[src/rtl/cnn_pkg.sv]
// Shared CNN definitions: default bus widths, conv2d_1 input geometry and
// the image-feeder state encoding.
package cnn_pkg;

   localparam int unsigned CNN_DATA_WIDTH = 16;
   localparam int unsigned CNN_ADDR_WIDTH = 16;

   localparam int unsigned CONV1_IMG_W = 28;
   localparam int unsigned CONV1_IMG_H = 28;

   typedef enum logic [1:0] {
      FEED_IDLE = 2'd0,
      FEED_LOAD = 2'd1,
      FEED_FIRE = 2'd2
   } feed_state_t;

endpackage

[src/rtl/img_feeder.sv]
// Image-input write initiator: turns a valid/ready pixel stream into one frame
// of addressed writes into the CNN input buffer, then pulses work_enable.
module img_feeder
   import cnn_pkg::*;
#(
   parameter int unsigned           DATA_WIDTH = CNN_DATA_WIDTH,
   parameter int unsigned           ADDR_WIDTH = CNN_ADDR_WIDTH,
   parameter int unsigned           IMG_W      = CONV1_IMG_W,
   parameter int unsigned           IMG_H      = CONV1_IMG_H,
   parameter logic [ADDR_WIDTH-1:0] ADDR_BASE  = '0
) (
   input  logic                  clk,
   input  logic                  rst_n,
   input  logic                  pix_valid,
   output logic                  pix_ready,
   input  logic [DATA_WIDTH-1:0] pix_data,
   input  logic                  pix_last,
   input  logic                  img_data_wr_ready,
   output logic                  img_data_wr_en,
   output logic [ADDR_WIDTH-1:0] img_data_addr,
   output logic [DATA_WIDTH-1:0] img_data_out,
   output logic                  work_enable,
   output logic                  busy,
   output logic                  frame_err
);

   localparam int unsigned      N        = IMG_W * IMG_H;
   localparam int unsigned      CNT_W    = $clog2(N);
   localparam logic [CNT_W-1:0] CNT_LAST = CNT_W'(N - 1);

   feed_state_t           r_state;
   feed_state_t           w_state_nxt;
   logic [CNT_W-1:0]      r_cnt;
   logic                  r_wr_en;
   logic [ADDR_WIDTH-1:0] r_addr;
   logic [DATA_WIDTH-1:0] r_data;
   logic                  r_frame_err;

   logic w_pix_ready;
   logic w_work_enable;
   logic w_busy;
   logic w_accept;
   logic w_cnt_last;

   assign w_accept   = pix_valid & w_pix_ready;
   assign w_cnt_last = (r_cnt == CNT_LAST);

   always_ff @(posedge clk) begin
      if (!rst_n) begin
         r_state <= FEED_IDLE;
      end else begin
         r_state <= w_state_nxt;
      end
   end

   // pix_ready follows wr_ready combinationally so a falling ready blocks the
   // accept in the same cycle; FIRE always returns to IDLE first.
   always_comb begin
      w_state_nxt   = r_state;
      w_pix_ready   = 1'b0;
      w_work_enable = 1'b0;
      w_busy        = 1'b0;
      unique case (r_state)
         FEED_IDLE: begin
            if (img_data_wr_ready) w_state_nxt = FEED_LOAD;
         end
         FEED_LOAD: begin
            w_busy      = 1'b1;
            w_pix_ready = img_data_wr_ready;
            if (pix_valid && img_data_wr_ready && w_cnt_last) w_state_nxt = FEED_FIRE;
         end
         FEED_FIRE: begin
            w_busy        = 1'b1;
            w_work_enable = 1'b1;
            w_state_nxt   = FEED_IDLE;
         end
         default: w_state_nxt = FEED_IDLE;
      endcase
   end

   always_ff @(posedge clk) begin
      if (!rst_n) begin
         r_cnt       <= '0;
         r_wr_en     <= 1'b0;
         r_addr      <= '0;
         r_data      <= '0;
         r_frame_err <= 1'b0;
      end else begin
         r_wr_en     <= w_accept;
         r_frame_err <= w_accept & (pix_last ^ w_cnt_last);
         if (w_accept) begin
            r_addr <= ADDR_BASE + ADDR_WIDTH'(r_cnt);
            r_data <= pix_data;
            r_cnt  <= w_cnt_last ? '0 : r_cnt + 1'b1;
         end
      end
   end

   assign pix_ready      = w_pix_ready;
   assign img_data_wr_en = r_wr_en;
   assign img_data_addr  = r_addr;
   assign img_data_out   = r_data;
   assign work_enable    = w_work_enable;
   assign busy           = w_busy;
   assign frame_err      = r_frame_err;

endmodule

[config.mk]
export PLATFORM = sky130hd
export DESIGN_NAME = img_feeder
export DESIGN_NICKNAME = d
export VERILOG_FILES = /design/src/rtl/cnn_pkg.sv /design/src/rtl/img_feeder.sv
export SDC_FILE = /design/constraint.sdc
export NUM_CORES = 1
export LEC_CHECK = 0
export CAP_MARGIN = 20
export CORE_AREA = 2 2 63 65
export CTS_CLUSTER_SIZE = 28
export DETAILED_ROUTE_END_ITERATION = 10
export DIE_AREA = 0 0 65 67
export PLACE_DENSITY = 0.82
export REMOVE_ABC_BUFFERS = 1
export SKIP_CTS_REPAIR_TIMING = 1
export SYNTH_ARGS = -nofsm -noshare
export SYNTH_HDL_FRONTEND = slang
export SYNTH_SLANG_ARGS = --single-unit
[constraint.sdc]
create_clock -name clk -period 4.03 [get_ports clk]
set_input_delay 1.209 -clock clk [delete_from_list [all_inputs] [get_ports clk]]
set_output_delay 1.209 -clock clk [all_outputs]
set_load 0.01 [all_outputs]
==> flow_summary.yaml, run 1 <==
power_and_ir_drop:
  vdd_drop_max_mv: 0.2468
  cellPowerDensity_nw_per_um2: 365.5
  leakagePower_nw: 0.8347
cts:
  cts_root_buf: "clkbuf_8"
  numCtsBuffers: 5
  htree_num_levels: 2
  path_clk_slew_ps: 70
  insertion_delay_ps: 280
  cts_tree: "built"
  ctsLongestPathBuffers: 2
  cts_sinks: 40
die:
  ioPinCount: 58
  core-area_um2: 3606
  dieArea_um2: 4355
  die_h_um: 67
  rows: 22
  initial_core_util: 0.4778
  die_x_um: 65
route:
  post_drt_wl_per_cell_um: 10.98
  drt-vias-per-instance: 4.705
  drc: 0
  dr.pass1.iters: 2
  dr_total_vias: 1402
  wl_um: 3273
  drtIter0Drc: 85
  antenna_left: 0
timing:
  worst_slack_ps: 413.0
  fin_crit_ps: 3617
  rsz0062_at_grt: "no"
  fmax_mhz: 276.5
  period_share: 0.8975
  finalHoldViolations: 0
  maxSlewViolCount: 0
  finalSetupViolCount: 0
  holdWs_ps: 465.7
  tightest_slew_ps: 856.7
  finalClockSkew_ps: 2.026
  tns_ps: 0
  slew-limit-headroom: 0.4271
global_routing:
  grt_usage: 0.1623
  grt_max_degree: 28
  antenna_found_initial: 0
  grt_first_pass_wirelength_um: 5506
  first_global_vias: 1246
  grt_remaining_overflow: 0
synth:
  yosysSeqAreaShare: 0.4648
  synth.distinct_cells: 28
  synth_area_per_cell_um2: 8.658
  ys_ff_latch: 40
  syn_inst: 199
  yosys_warnings: 0
  syn_area_um2: 1723
cells_and_area:
  diodes: 0
  mostFrequentLayoutCells: "nand2_1 (62), clkdlybuf4s50_1 (51), dfxtp_1 (40)"
  nets: 277
  final_area_um2: 2333
  drive_gt1_frac: 0.04800
  mostFrequentLayoutCell: "nand2_1"
  n_fill_cell: 332
  synthToLayoutAreaGrowth_pct: 35.44
flow_run:
  cap_violations: 0
placement:
  place_hpwl_um: 2262
  gp_congestion: 0.7613
  post-place-ws_ps: 420.7
  port_buffers: 51
  placed_area_um2: 2256
min_path:
  hold_class: "reg2reg"
worst_setup_path:
  start_kind: "primary input"
  cp.arrival_ps: 2410
  end_kind: "primary output"
  crit_type: "in2out"
  crit_fanout: 5
  crit_required_ps: 2820
outcome:
  status: "finished, final reports clean"
[power breakdown]
group / total, mW / switching (mW) / leakage (nW) / internal [mW]
combinational: 0.181 / 0.0874 / 0.471 / 0.0938
clock: 0.242 / 0.124 / 0.0410 / 0.118
sequential: 0.430 / 0.0137 / 0.323 / 0.416
[critical path, stage by stage]
cell,delay (ps)
clkdlybuf4s50_1,520
and2_1,140
clkdlybuf4s50_1,530
[metal layers]
| metal | GRT usage | vias to the layer above | part of all wire |
|---|---|---|---|
| met3 | 0.05236 | 6 | 0.069 |
| met1 | 0.1880 | 619 | 0.46 |
| li1 | - | 736 | - |
| met5 | 0 | - | 0 |
| met2 | 0.2848 | 41 | 0.46 |
| met4 | 0.04787 | 0 | 0.013 |
[cell families after synthesis]
kind of cell / after synthesis / synth area share
other: 1 / 0.002177
flip-flops: 40 / 0.4648
multiplexers: 2 / 0.01162
AO/OA/AOI/OAI: 33 / 0.1489
XOR/XNOR: 8 / 0.04067
buffers and inverters: 19 / 0.05446
AND/OR/NAND/NOR: 90 / 0.2338
adder cells (fa/ha/maj): 6 / 0.04357
[flip-flops by register name, indices dropped and copies added (netlist names)]
signal          count
img_data_out       16
img_data_addr      10
r_cnt              10
r_state             2
frame_err           1
img_data_wr_en      1
[through the flow]
step | cells | power [mW] | util
detailed placement | 291 | 0.6210 | 0.6256
CTS | 298 | 0.8647 | 0.6471
floorplan | 189 | 0.5294 | -
finish | 298 | 0.8530 | 0.6471
global placement | 291 | 0.6192 | 0.6256
global route | 298 | 0.9054 | 0.6471
[cell usage after synthesis]
library cell / count / area share
nand2_1: 62 / 0.14
dfxtp_1: 40 / 0.46
a21boi_0: 26 / 0.11
clkbuf_1: 8 / 0.017
and2_1: 6 / 0.022
buf_4: 6 / 0.026
ha_1: 6 / 0.044
nor2_1: 6 / 0.013
xnor2_1: 6 / 0.031
inv_1: 4 / 0.0087
nor3_1: 4 / 0.012
nand3_1: 3 / 0.0087
a21oi_1: 2 / 0.0058
mux2i_1: 2 / 0.012
nand4_1: 2 / 0.0073
nor4_1: 2 / 0.0073
o21ai_0: 2 / 0.0058
xor2_1: 2 / 0.010
a31oi_1: 1 / 0.0036
and3_1: 1 / 0.0036
buf_1: 1 / 0.0022
conb_1: 1 / 0.0022
nand3b_1: 1 / 0.0044
nor3_4: 1 / 0.0094
o21a_1: 1 / 0.0044
o41ai_4: 1 / 0.016
or3_1: 1 / 0.0036
or4b_4: 1 / 0.0080
[path summary, 6_finish.rpt]
path / from / end / slack, ps / cells after the start
min: img_data_addr[2]$_SDFFE_PN0P_ / img_data_addr[2]$_SDFFE_PN0P_ / 470 / 2
max reg2reg: r_state[1]$_SDFFE_PN0P_ / r_cnt[8]$_SDFFE_PN0P_ / 2010 / 5
max: img_data_wr_ready / pix_ready / 410 / 3
min reg2reg: img_data_addr[2]$_SDFFE_PN0P_ / img_data_addr[2]$_SDFFE_PN0P_ / 470 / 2
[layout make-up]
type                            count  area, um^2  area share
Clock buffer                        6       72.57     0.03110
Clock inverter                      1       5.005    0.002145
Inverter                            4       15.01    0.006434
Multi-Input combinational cell    145       847.1      0.3630
Sequential cell                    40       800.8      0.3432
Tap cell                           48       60.06     0.02574
Timing Repair Buffer               54       533.0      0.2284
No activity file was read; power rests on OpenSTA's default activity.
==> run 2: changes to the inputs <==
--- a/config.mk
+++ b/config.mk
@@ -6,11 +6,11 @@
 export NUM_CORES = 1
 export LEC_CHECK = 0
 export CAP_MARGIN = 20
-export CORE_AREA = 2 2 63 65
+export CORE_AREA = 2 2 62 64
 export CTS_CLUSTER_SIZE = 28
 export DETAILED_ROUTE_END_ITERATION = 10
-export DIE_AREA = 0 0 65 67
-export PLACE_DENSITY = 0.82
+export DIE_AREA = 0 0 64 66
+export DONT_BUFFER_PORTS = 1
 export REMOVE_ABC_BUFFERS = 1
 export SKIP_CTS_REPAIR_TIMING = 1
 export SYNTH_ARGS = -nofsm -noshare
==> flow_summary.yaml, run 2 (synthesis gave the netlist of run 1 again) <==
cts:
  path_clk_slew_ps: 110
  numCtsBuffers: 5
  insertion_delay_ps: 350
  ctsLongestPathBuffers: 2
  cts_sinks: 40
  htree_num_levels: 2
  cts_tree: "built"
  cts_root_buf: "clkbuf_4"
timing:
  finalHoldViolations: 0
  fin_crit_ps: 2588
  tns_ps: 0
  tightest_slew_ps: 1029
  fmax_mhz: 386.3
  rsz0062_at_grt: "no"
  finalSetupViolCount: 0
  period_share: 0.6423
  finalClockSkew_ps: 7.103
  slew-limit-headroom: 0.3137
  maxSlewViolCount: 0
cells_and_area:
  largest_reg_flops: 16
  mostFrequentLayoutCells: "nand2_1 (62), dfxtp_1 (40), a21boi_0 (26)"
  utilization: 0.5004
  drive_gt1_frac: 0.05076
  mostFrequentLayoutCell: "nand2_1"
  nets: 224
  diodes: 0
  synthToLayoutAreaGrowth_pct: 3.123
die:
  initial_core_util: 0.4852
  die_x_um: 64
  dieArea_um2: 4224
  rows: 22
  core-area_um2: 3551
  die_h_um: 66
  ioPinCount: 58
global_routing:
  grt_first_pass_wirelength_um: 5347
  first_global_vias: 1241
  grt_remaining_overflow: 0
  grt_max_degree: 38
  grt_usage: 0.1687
  antenna_found_initial: 0
worst_setup_path:
  critPathSlowestCell: "and2_1"
  crit_fanout: 5
  cp_num_buf_inv: 0
  path_cells: "and2_1"
  crit_type: "in2out"
  start_kind: "primary input"
  cp.arrival_ps: 1380
  end_kind: "primary output"
  path_delay_family: "simple AND/OR/NAND/NOR gates"
  cpPeakStageDelay_ps: 170
  crit_required_ps: 2820
route:
  dr.pass1.iters: 4
  drtIter0Drc: 26
  post_drt_wl_per_cell_um: 12.94
  drt-vias-per-instance: 5.188
  antenna_left: 0
  drc: 0
  wl_um: 3170
  dr_total_vias: 1271
power_and_ir_drop:
  p_comb_frac: 0.148
  power.internal_mw: 0.5211
  p_switching_mw: 0.2109
  cellPowerDensity_nw_per_um2: 412.0
  vdd_drop_max_mv: 0.2266
  power.share.clock: 0.254
  seqPwrFrac: 0.598
  leakagePower_nw: 0.6274
  sw_frac_of_total: 0.2881
placement:
  place_hpwl_um: 2094
  port_buffers: 0
  gp_congestion: 0.7520
min_path:
  hold_class: "reg2reg"
flow_run:
  cap_violations: 0
outcome:
  status: "finished, final reports clean"
-- run 2: cell count changes in the layout (fill, tap and decap cells not counted), sizes merged --
| cell | delta |
|---|---|
| clkdlybuf4s50 | -51 |
| buf | -2 |
-- run 2: area by class of cell --
class | instances | area, um^2
fillers | 325 | 1774
clock buffers | 6 | 41.29
repair buffers | 1 | 7.507
multi-input cells | 145 | 847.1
well taps | 48 | 60.06
clock inverters | 1 | 5.005
flip-flops and latches | 40 | 800.8
inverters | 4 | 15.01
-- run 2: layer usage --
| layer | vias up | GRT usage | share of wire |
|---|---|---|---|
| li1 | 633 | - | - |
| met1 | 580 | 0.1684 | 0.41 |
| met2 | 48 | 0.2852 | 0.48 |
| met3 | 10 | 0.07325 | 0.087 |
| met4 | 0 | 0.1114 | 0.027 |
| met5 | - | 0 | 0 |
-- run 2: worst paths after layout --
kind / startpoint / end / slack, ps / cells past startpoint
max reg2reg: r_state[1]$_SDFFE_PN0P_ / r_cnt[4]$_SDFFE_PN0P_ / 1920 / 6
min reg2reg: r_state[1]$_SDFFE_PN0P_ / r_state[1]$_SDFFE_PN0P_ / 500 / 2
max: img_data_wr_ready / pix_ready / 1440 / 1
min: r_state[1]$_SDFFE_PN0P_ / r_state[1]$_SDFFE_PN0P_ / 500 / 2
-- run 2: through the flow --
step           cells  instance area [um^2]  worst slack (ps)  total power [mW]  hold slack [ps]
2_1_floorplan    189                  1663              1277            0.5294            454.7
3_3_place_gp     238                  1730              1430            0.5480            471.0
3_5_place_dp     238                  1730              1385            0.5567            484.6
4_1_cts          245                  1777              1438            0.7460            500.9
5_1_grt          245                  1777              1432            0.7775            525.6
6_report         245                  1777              1442            0.7320            499.5
-- run 2: power groups by stage --
stage | Clock, mW | Sequential [mW] | Combinational, mW
floorplan | 0 | 0.443 | 0.0866
global placement | 0 | 0.445 | 0.103
detailed placement | 0 | 0.447 | 0.110
CTS | 0.198 | 0.438 | 0.110
global route | 0.214 | 0.440 | 0.123
finish | 0.186 | 0.438 | 0.108
==> run 3: changes to the inputs <==
==> constraint.sdc (replaced) <==
create_clock -name clk -period 2.5 [get_ports clk]
set_input_delay 0.75 -clock clk [delete_from_list [all_inputs] [get_ports clk]]
set_output_delay 0.75 -clock clk [all_outputs]
set_load 0.01 [all_outputs]
==> flow_summary.yaml, run 3 (synthesis gave the netlist of run 1 again) <==
placement:
  place_hpwl_um: 2301
  port_buffers: 0
  gp_congestion: 0.7927
  placed_area_um2: 1745
min_path:
  holdCritStartpoint: "img_data_out[12]$_SDFFE_PN0P_"
  hold_end: "img_data_out[12]$_SDFFE_PN0P_"
  min_delay_path_depth: 2
  hold_class: "reg2reg"
cells_and_area:
  synthToLayoutAreaGrowth_pct: 4.866
  mostFrequentLayoutCells: "nand2_1 (62), dfxtp_1 (40), a21boi_0 (26)"
  nets: 226
  largest_reg_flops: 16
  diodes: 0
  final_area_um2: 1807
  drive_gt1_frac: 0.07000
  mostFrequentLayoutCell: "nand2_1"
power_and_ir_drop:
  vdd_drop_max_mv: 0.3669
  cellPowerDensity_nw_per_um2: 676.8
  leakagePower_nw: 0.6469
cts:
  cts_sinks: 40
  ctsLongestPathBuffers: 2
  numCtsBuffers: 5
  path_clk_slew_ps: 120
  cts_root_buf: "clkbuf_4"
  cts_tree: "built"
  insertion_delay_ps: 340
  htree_num_levels: 2
route:
  post_drt_wl_per_cell_um: 12.50
  wl_um: 3100
  drt-vias-per-instance: 5.073
  drtIter0Drc: 45
  dr_total_vias: 1258
  antenna_left: 0
  dr.pass1.iters: 3
  drc: 0
worst_setup_path:
  end_kind: "primary output"
  crit_fanout: 4
  crit_required_ps: 1750
  r2r_slack_ps: 570
  critPathSlowestCell: "dfxtp_1"
  cp.arrival_ps: 1240
  crit_type: "reg2out"
  path_delay_family: "flip-flops"
  cp_num_buf_inv: 1
  rr_startpoint: "r_state[1]$_SDFFE_PN0P_"
  reg2reg_to: "r_cnt[8]$_SDFFE_PN0P_"
  cpPeakStageDelay_ps: 390
  start_kind: "flip-flop"
  r2r_cells: 7
  path_cells: "inv_1 -> ha_1 -> and2_1"
global_routing:
  first_global_vias: 1247
  grt_first_pass_wirelength_um: 5388
  antenna_found_initial: 0
  grt_max_degree: 36
  grt_usage: 0.1647
  grt_remaining_overflow: 0
timing:
  fin_crit_ps: 1991
  slew-limit-headroom: 0.6034
  maxSlewViolCount: 0
  finalHoldViolations: 0
  finalSetupViolCount: 0
  tightest_slew_ps: 594.9
  finalClockSkew_ps: 8.889
  period_share: 0.7964
  fmax_mhz: 502.2
  tns_ps: 0
  rsz0062_at_grt: "no"
die:
  die_h_um: 66
  dieArea_um2: 4224
  core-area_um2: 3551
  rows: 22
  die_x_um: 64
  initial_core_util: 0.4852
  ioPinCount: 58
flow_run:
  cap_violations: 0
outcome:
  status: "finished, final reports clean"
run 3: cell count changes in the layout (fill, tap and decap cells not counted), sizes merged:
| cell | change |
|---|---|
| clkinv | +1 |
| buf | +2 |
run 3: cell type report:
cell class | instances | area, um^2
clock buffers | 6 | 51.30
clock inverters | 2 | 10.01
repair buffers | 3 | 22.52
multi-input cells | 145 | 847.1
fillers | 364 | 1744
well taps | 48 | 60.06
flip-flops and latches | 40 | 800.8
inverters | 4 | 15.01
run 3: worst max path at each step:
| stage | startpoint | end | slack (ps) | cells after the start |
|---|---|---|---|---|
| final | r_state[1]$_SDFFE_PN0P_ | pix_ready | 510 | 3 |
| after global routing | r_state[1]$_SDFFE_PN0P_ | pix_ready | 420 | 3 |
| after CTS | r_state[1]$_SDFFE_PN0P_ | pix_ready | 490 | 3 |
| after detailed placement | pix_valid | r_cnt[8]$_SDFFE_PN0P_ | 490 | 5 |
| after global placement | pix_valid | r_cnt[8]$_SDFFE_PN0P_ | 570 | 5 |
| after floorplan | pix_valid | r_cnt[4]$_SDFFE_PN0P_ | 210 | 3 |
run 3: metal layers:
metal / global-route usage / routed length, um / vias up
li1: - / - / 638
met1: 0.1706 / 1322 / 578
met2: 0.2943 / 1515 / 37
met4: 0.07880 / 55 / 0
met5: 0 / 0 / -
met3: 0.05963 / 207 / 5
run 3: through the flow:
step	total power [mW]	worst slack [ps]	utilization	cells	hold WS [ps]
after floorplan	0.8534	205.8	-	189	454.7
after global placement	0.8874	569.9	0.4915	240	471.9
after detailed placement	0.8980	491.2	0.4915	240	499.6
after CTS	1.237	493.7	0.5088	248	508.6
after global routing	1.281	424.6	0.5088	248	503.6
final	1.223	508.9	0.5088	248	513.1
run 3: power by group:
| group | switching [mW] | internal [mW] |
|---|---|---|
| clock | 0.207 | 0.134 |
| sequential | 0.0352 | 0.671 |
| combinational | 0.106 | 0.0690 |
run 3: worst reg2reg max path, stage by stage, from the launching register on:
cell and delay, ps:
dfxtp_1 350, inv_1 120, ha_1 210, nand3_1 270, buf_4 290, nor4_1 350, xnor2_1 170, nor2_1 50
==> edit 1, RTL diff (settings of run 2) <==
Put one more register stage on the output `frame_err`, with the module's reset. The value now appears one clock later. The other outputs are not delayed to match.
--- a/src/rtl/img_feeder.sv
+++ b/src/rtl/img_feeder.sv
@@ -102,7 +102,13 @@
    assign img_data_out   = r_data;
    assign work_enable    = w_work_enable;
    assign busy           = w_busy;
-   assign frame_err      = r_frame_err;
+   always_ff @(posedge clk) begin
+      if (!rst_n) begin
+         frame_err <= '0;
+      end else begin
+         frame_err <= r_frame_err;
+      end
+   end
 
 endmodule
 
Function: changed (a bounded check fails within 4 cycles, from zero or initial values and one cycle with rst_n low).
==> edit 1 against run 2 <==
- power grew 7.9%
- count of clock-buffer cells in the layout grew 1
- final cell count increased by 1.6%
- wire length increased by 0.44%
- cell area is 3.9% higher
- core utilization up 1.9 points
- synthesized area is 3.5% higher
- non-clock buffer count unchanged
- sequential power is 2% higher
- register-to-register slack improved by 0.02 ns
- worst setup slack better by 0.0030 ns
- sequential cell count increased by 1
- worst hold slack got worse by 0.047 ns
- sequential share of layout area down 0.60 points
- highest routed layer unchanged
==> edit 1: results (changes against run 2) <==
Status:
- The run finished with clean final reports.

Place:
- The placed cell area came to 1780 um^2 (+2.6%).
- The weighted congestion reported at the end of routability-driven placement was 0.685 (-8.9%).
- The pre-CTS setup slack is 1.43 ns (+0.0491 ns).
- The final HPWL from detailed placement is 2190 um (+4.4%).

Critical path:
- On the critical path, the stage with the largest delay is an instance of sky130_fd_sc_hd__and2_1.
- Tracing the worst setup path back leads to its startpoint at img_data_wr_ready.
- The cell family contributing the most delay on the critical path is simple AND/OR/NAND/NOR gates.
- The maximum fanout along the worst path was 5 (unchanged).

Logic synthesis:
- The commonest cells after synthesis are sky130_fd_sc_hd__nand2_1, sky130_fd_sc_hd__dfxtp_1, sky130_fd_sc_hd__a21boi_0.
- The share of synthesized area occupied by flip-flops and latches is 0.460 (-0.00443).
- The distinct cell type count of the synthesized netlist is 27 (-3.6%).
- Yosys attributes the largest share of cell area to sky130_fd_sc_hd__dfxtp_1, sky130_fd_sc_hd__nand2_1, sky130_fd_sc_hd__a21boi_0.
- The number of warnings printed during yosys synthesis is 0 (unchanged).

Drt:
- The first-iteration detailed-routing DRC count is 56 (+120%).
- The mean routed wirelength per cell came to 12.8 um (-1.2%).
- The number of vias in the routed layout came to 1,263 (-0.63%).
- The number of search-and-repair iterations in the first detailed-routing pass was 4 (unchanged).

Timing:
- The slew at the pin closest to its max-slew limit is 0.714 ns (-0.315 ns).
- The clock skew after layout is 0.00901 ns (+0.00191 ns).

Power:
- The worst IR drop on VDD is 0.000220 V (-2.8%).
- The leakage power of the design is 0.625 nW (-0.37%).

Global routing:
- The number of antenna violations at the first check in global routing is 0 (unchanged).
- The first-pass GRT wire length is 5590 um (+4.5%).
- The pin count of the biggest net entering global routing is 37 (-2.6%).
- The global-route usage over all layers is 0.171 (+0.00207).
- The number of global-route vias before repair is 1,228 (-1.0%).

Hold path:
- The class of the most critical hold timing path is flip-flop to flip-flop.
- The worst hold path begins at r_frame_err.

Layout:
- The number of fill cells was 340 (+4.6%).
- The fraction of layout instances using a drive strength above 1 is 0.0746 (+0.0239).
- The layout net count is 227 (+1.3%).
- The flip-flop count of the largest register after layout is 16 (unchanged).

Clocking:
- The root buffer cell chosen for the clock tree is sky130_fd_sc_hd__clkbuf_4.
- The clock slew at the register clock pins of the worst setup and hold paths is 0.11 ns (about the same).
## edit 1: changes by cell type after synthesis, sizes merged, moves of 2 or more
cell	delta
nor3	-2
nor2b	+2
a21boi	+2
nand4	+2
buf	+3
nand3	+4
## edit 1: cell type report
type                    count  area, um^2  area share
clock inverters             1        5.00     0.00271
inverters                   4        15.0     0.00814
flip-flops and latches     41         821       0.445
multi-input cells         147         872       0.473
well taps                  48        60.1      0.0325
repair buffers              1        7.51     0.00407
clock buffers               7        65.1      0.0353
## edit 1: power by group
part	internal [mW]	switching, mW	total [mW]	leakage, nW
Sequential	0.426	0.0221	0.448	0.331
Clock	0.101	0.129	0.230	0.0413
Combinational	0.0426	0.0690	0.112	0.253
## edit 1: per-stage QoR
stage	total power [mW]	cells
6_report	0.790	249
3_3_place_gp	0.561	241
5_1_grt	0.833	249
2_1_floorplan	0.545	192
4_1_cts	0.800	249
3_5_place_dp	0.571	241
## edit 1: layer usage
| layer | wire [um] | global-route usage | share of wire |
|---|---|---|---|
| met1 | 1390 | 0.189 | 0.44 |
| met2 | 1440 | 0.294 | 0.45 |
| met3 | 302 | 0.0716 | 0.095 |
| met4 | 51 | 0.0571 | 0.016 |
| met5 | 0 | 0 | 0 |
## edit 1: worst paths after layout
path          endpoint  slack (ns)  cells after the start
min reg2reg  frame_err        0.45                      1
min          frame_err        0.45                      1
max          pix_ready        1.44                      1
max reg2reg   r_cnt[3]        1.94                      5
## edit 1: logic make-up after synthesis
group	share of synthesized area
AOI/OAI and AO/OA	0.142
xor gates and xnor gates	0.0393
adders and majority gates	0.0421
buffers and inverters	0.0611
DFF	0.460
muxes	0.0112
other	0.00210
and+or+nand+nor	0.241
==> edit 2, RTL diff (flow settings as in run 2) <==
Without the edit above. Change the package constant `CNN_ADDR_WIDTH` from 16 to 14.
--- a/src/rtl/cnn_pkg.sv
+++ b/src/rtl/cnn_pkg.sv
@@ -3,7 +3,7 @@
 package cnn_pkg;
 
    localparam int unsigned CNN_DATA_WIDTH = 16;
-   localparam int unsigned CNN_ADDR_WIDTH = 16;
+   localparam int unsigned CNN_ADDR_WIDTH = 14;
 
    localparam int unsigned CONV1_IMG_W = 28;
    localparam int unsigned CONV1_IMG_H = 28;
Interface: changed (resized img_data_addr); port bits go from 58 to 56. The function was not compared with the original's and may differ.
==> edit 2 against run 2 <==
- sequential share of layout area is 0.75 points lower
- synthesized area is 0.87% lower
- wire length is 1.7% higher
- worst setup slack better by 0.00066 ns
- fmax hardly changed
- power is 9.6% higher
- cell area is 1.7% higher
- register-to-register slack worse by 0.14 ns
- sequential cell count stayed put
- global-route usage is 0.28 points higher
- largest power group unchanged
==> edit 2: results (changes against run 2) <==
Power:
- The worst IR drop on VDD is 0.000223 V (-1.7%).
- The leakage power of the design is 0.640 nW (+2.1%).

Drt:
- The final wirelength was 3230 um (+1.7%).
- The post-detailed-route via-to-cell ratio is 5.13 (-1.2%).
- The wire length on met2 is 1610 um (+6.6%).
- The number of vias in the routed layout is 1,256 (-1.2%).
- The wire length on met1 is 1350 um (+3.7%).
- The amount of wire on met3 after detailed routing was 228 um (-17%).
- The first-iteration detailed-routing DRC count is 42 (+62%).

Global routing:
- The pin count of the biggest net entering global routing is 36 (-5.3%).
- The fraction of met1 tracks used by global routing is 0.186 (+0.0177).
- The first-pass GRT wire length came to 5560 um (+4.0%).
- The met2 global-route usage is 0.297 (+0.0117).
- The global-route usage over all layers is 0.171 (+0.00280).
- The met3 routing resource usage after global routing was 0.0630 (-0.0102).
- The number of antenna violations at the first check in global routing is 0 (unchanged).

Critical path:
- The setup slack of the most critical reg-to-reg path is 1.78 ns (-0.14 ns).
- The end of the worst register-to-register path is r_cnt[8].
- The number of cells on the worst reg-to-reg path is 5 (-1).

Place:
- The placed cell area was 1730 um^2 (unchanged).
- The final HPWL from detailed placement is 2280 um (+9.1%).
- The placed instance count is 237 (-0.42%).
- The weighted congestion reported at the end of routability-driven placement is 0.747 (-0.66%).
- The pre-CTS setup slack was 1.22 ns (-0.165 ns).

Logic synthesis:
- By area the synthesized netlist is led by sky130_fd_sc_hd__dfxtp_1, sky130_fd_sc_hd__nand2_1, sky130_fd_sc_hd__a21boi_0.
- The portion of netlist area occupied by mux cells is 0.0117 (+0.000102).
- The fraction of the mapped netlist area in compound gates came to 0.150 (+0.00131).
- The adder-cell share of the synthesized area was 0.0440 (+0.000383).
- The number of standard cells after synthesis is 197 (-1.0%).
- The share of synthesized area occupied by flip-flops and latches is 0.469 (+0.00409).
- The synthesized-area fraction occupied by xor and xnor cells is 0.0410 (+0.000358).

Layout:
- The fraction of layout instances using a drive strength above 1 came to 0.0609 (+0.0102).
- The layout net count is 223 (-0.45%).

Hold path:
- The startpoint identified for the worst hold timing path is r_cnt[1].
- The hold path endpoint is img_data_addr[1].

Status:
- The run finished with clean final reports.

Timing:
- The slew at the pin closest to its max-slew limit is 0.833 ns (-0.197 ns).
- The final period utilization is 0.642 (about the same).
- The clock skew after layout came to 0.00996 ns (+0.00286 ns).
## edit 2: metrics by stage
stage / util / hold slack [ns] / total power [mW]
4_1_cts: 0.509 / 0.512 / 0.815
2_1_floorplan: - / 0.455 / 0.529
3_3_place_gp: 0.487 / 0.467 / 0.547
6_report: 0.509 / 0.505 / 0.802
3_5_place_dp: 0.487 / 0.495 / 0.558
5_1_grt: 0.509 / 0.544 / 0.852
## edit 2: tightest hold or removal path, delay by kind of cell, from the launching register on
family / cells / cell delay, ns
flops: 1 / 0.35
compound gates: 1 / 0.06
simple gates: 1 / 0.06
## edit 2: cell type report
cell class                 instances  area, um^2
clock buffer                       6        41.3
clock inverter                     2        35.0
fill                             336        1740
tap                               48        60.1
multi-input combinational        143         840
inverter                           4        15.0
timing repair buffer               2        15.0
sequential                        40         801
## edit 2: power breakdown
group | leakage (nW) | internal, mW | switching (mW)
logic | 0.275 | 0.0415 | 0.0681
clock network | 0.0422 | 0.130 | 0.124
registers | 0.323 | 0.416 | 0.0217
total | 0.640 | 0.588 | 0.214
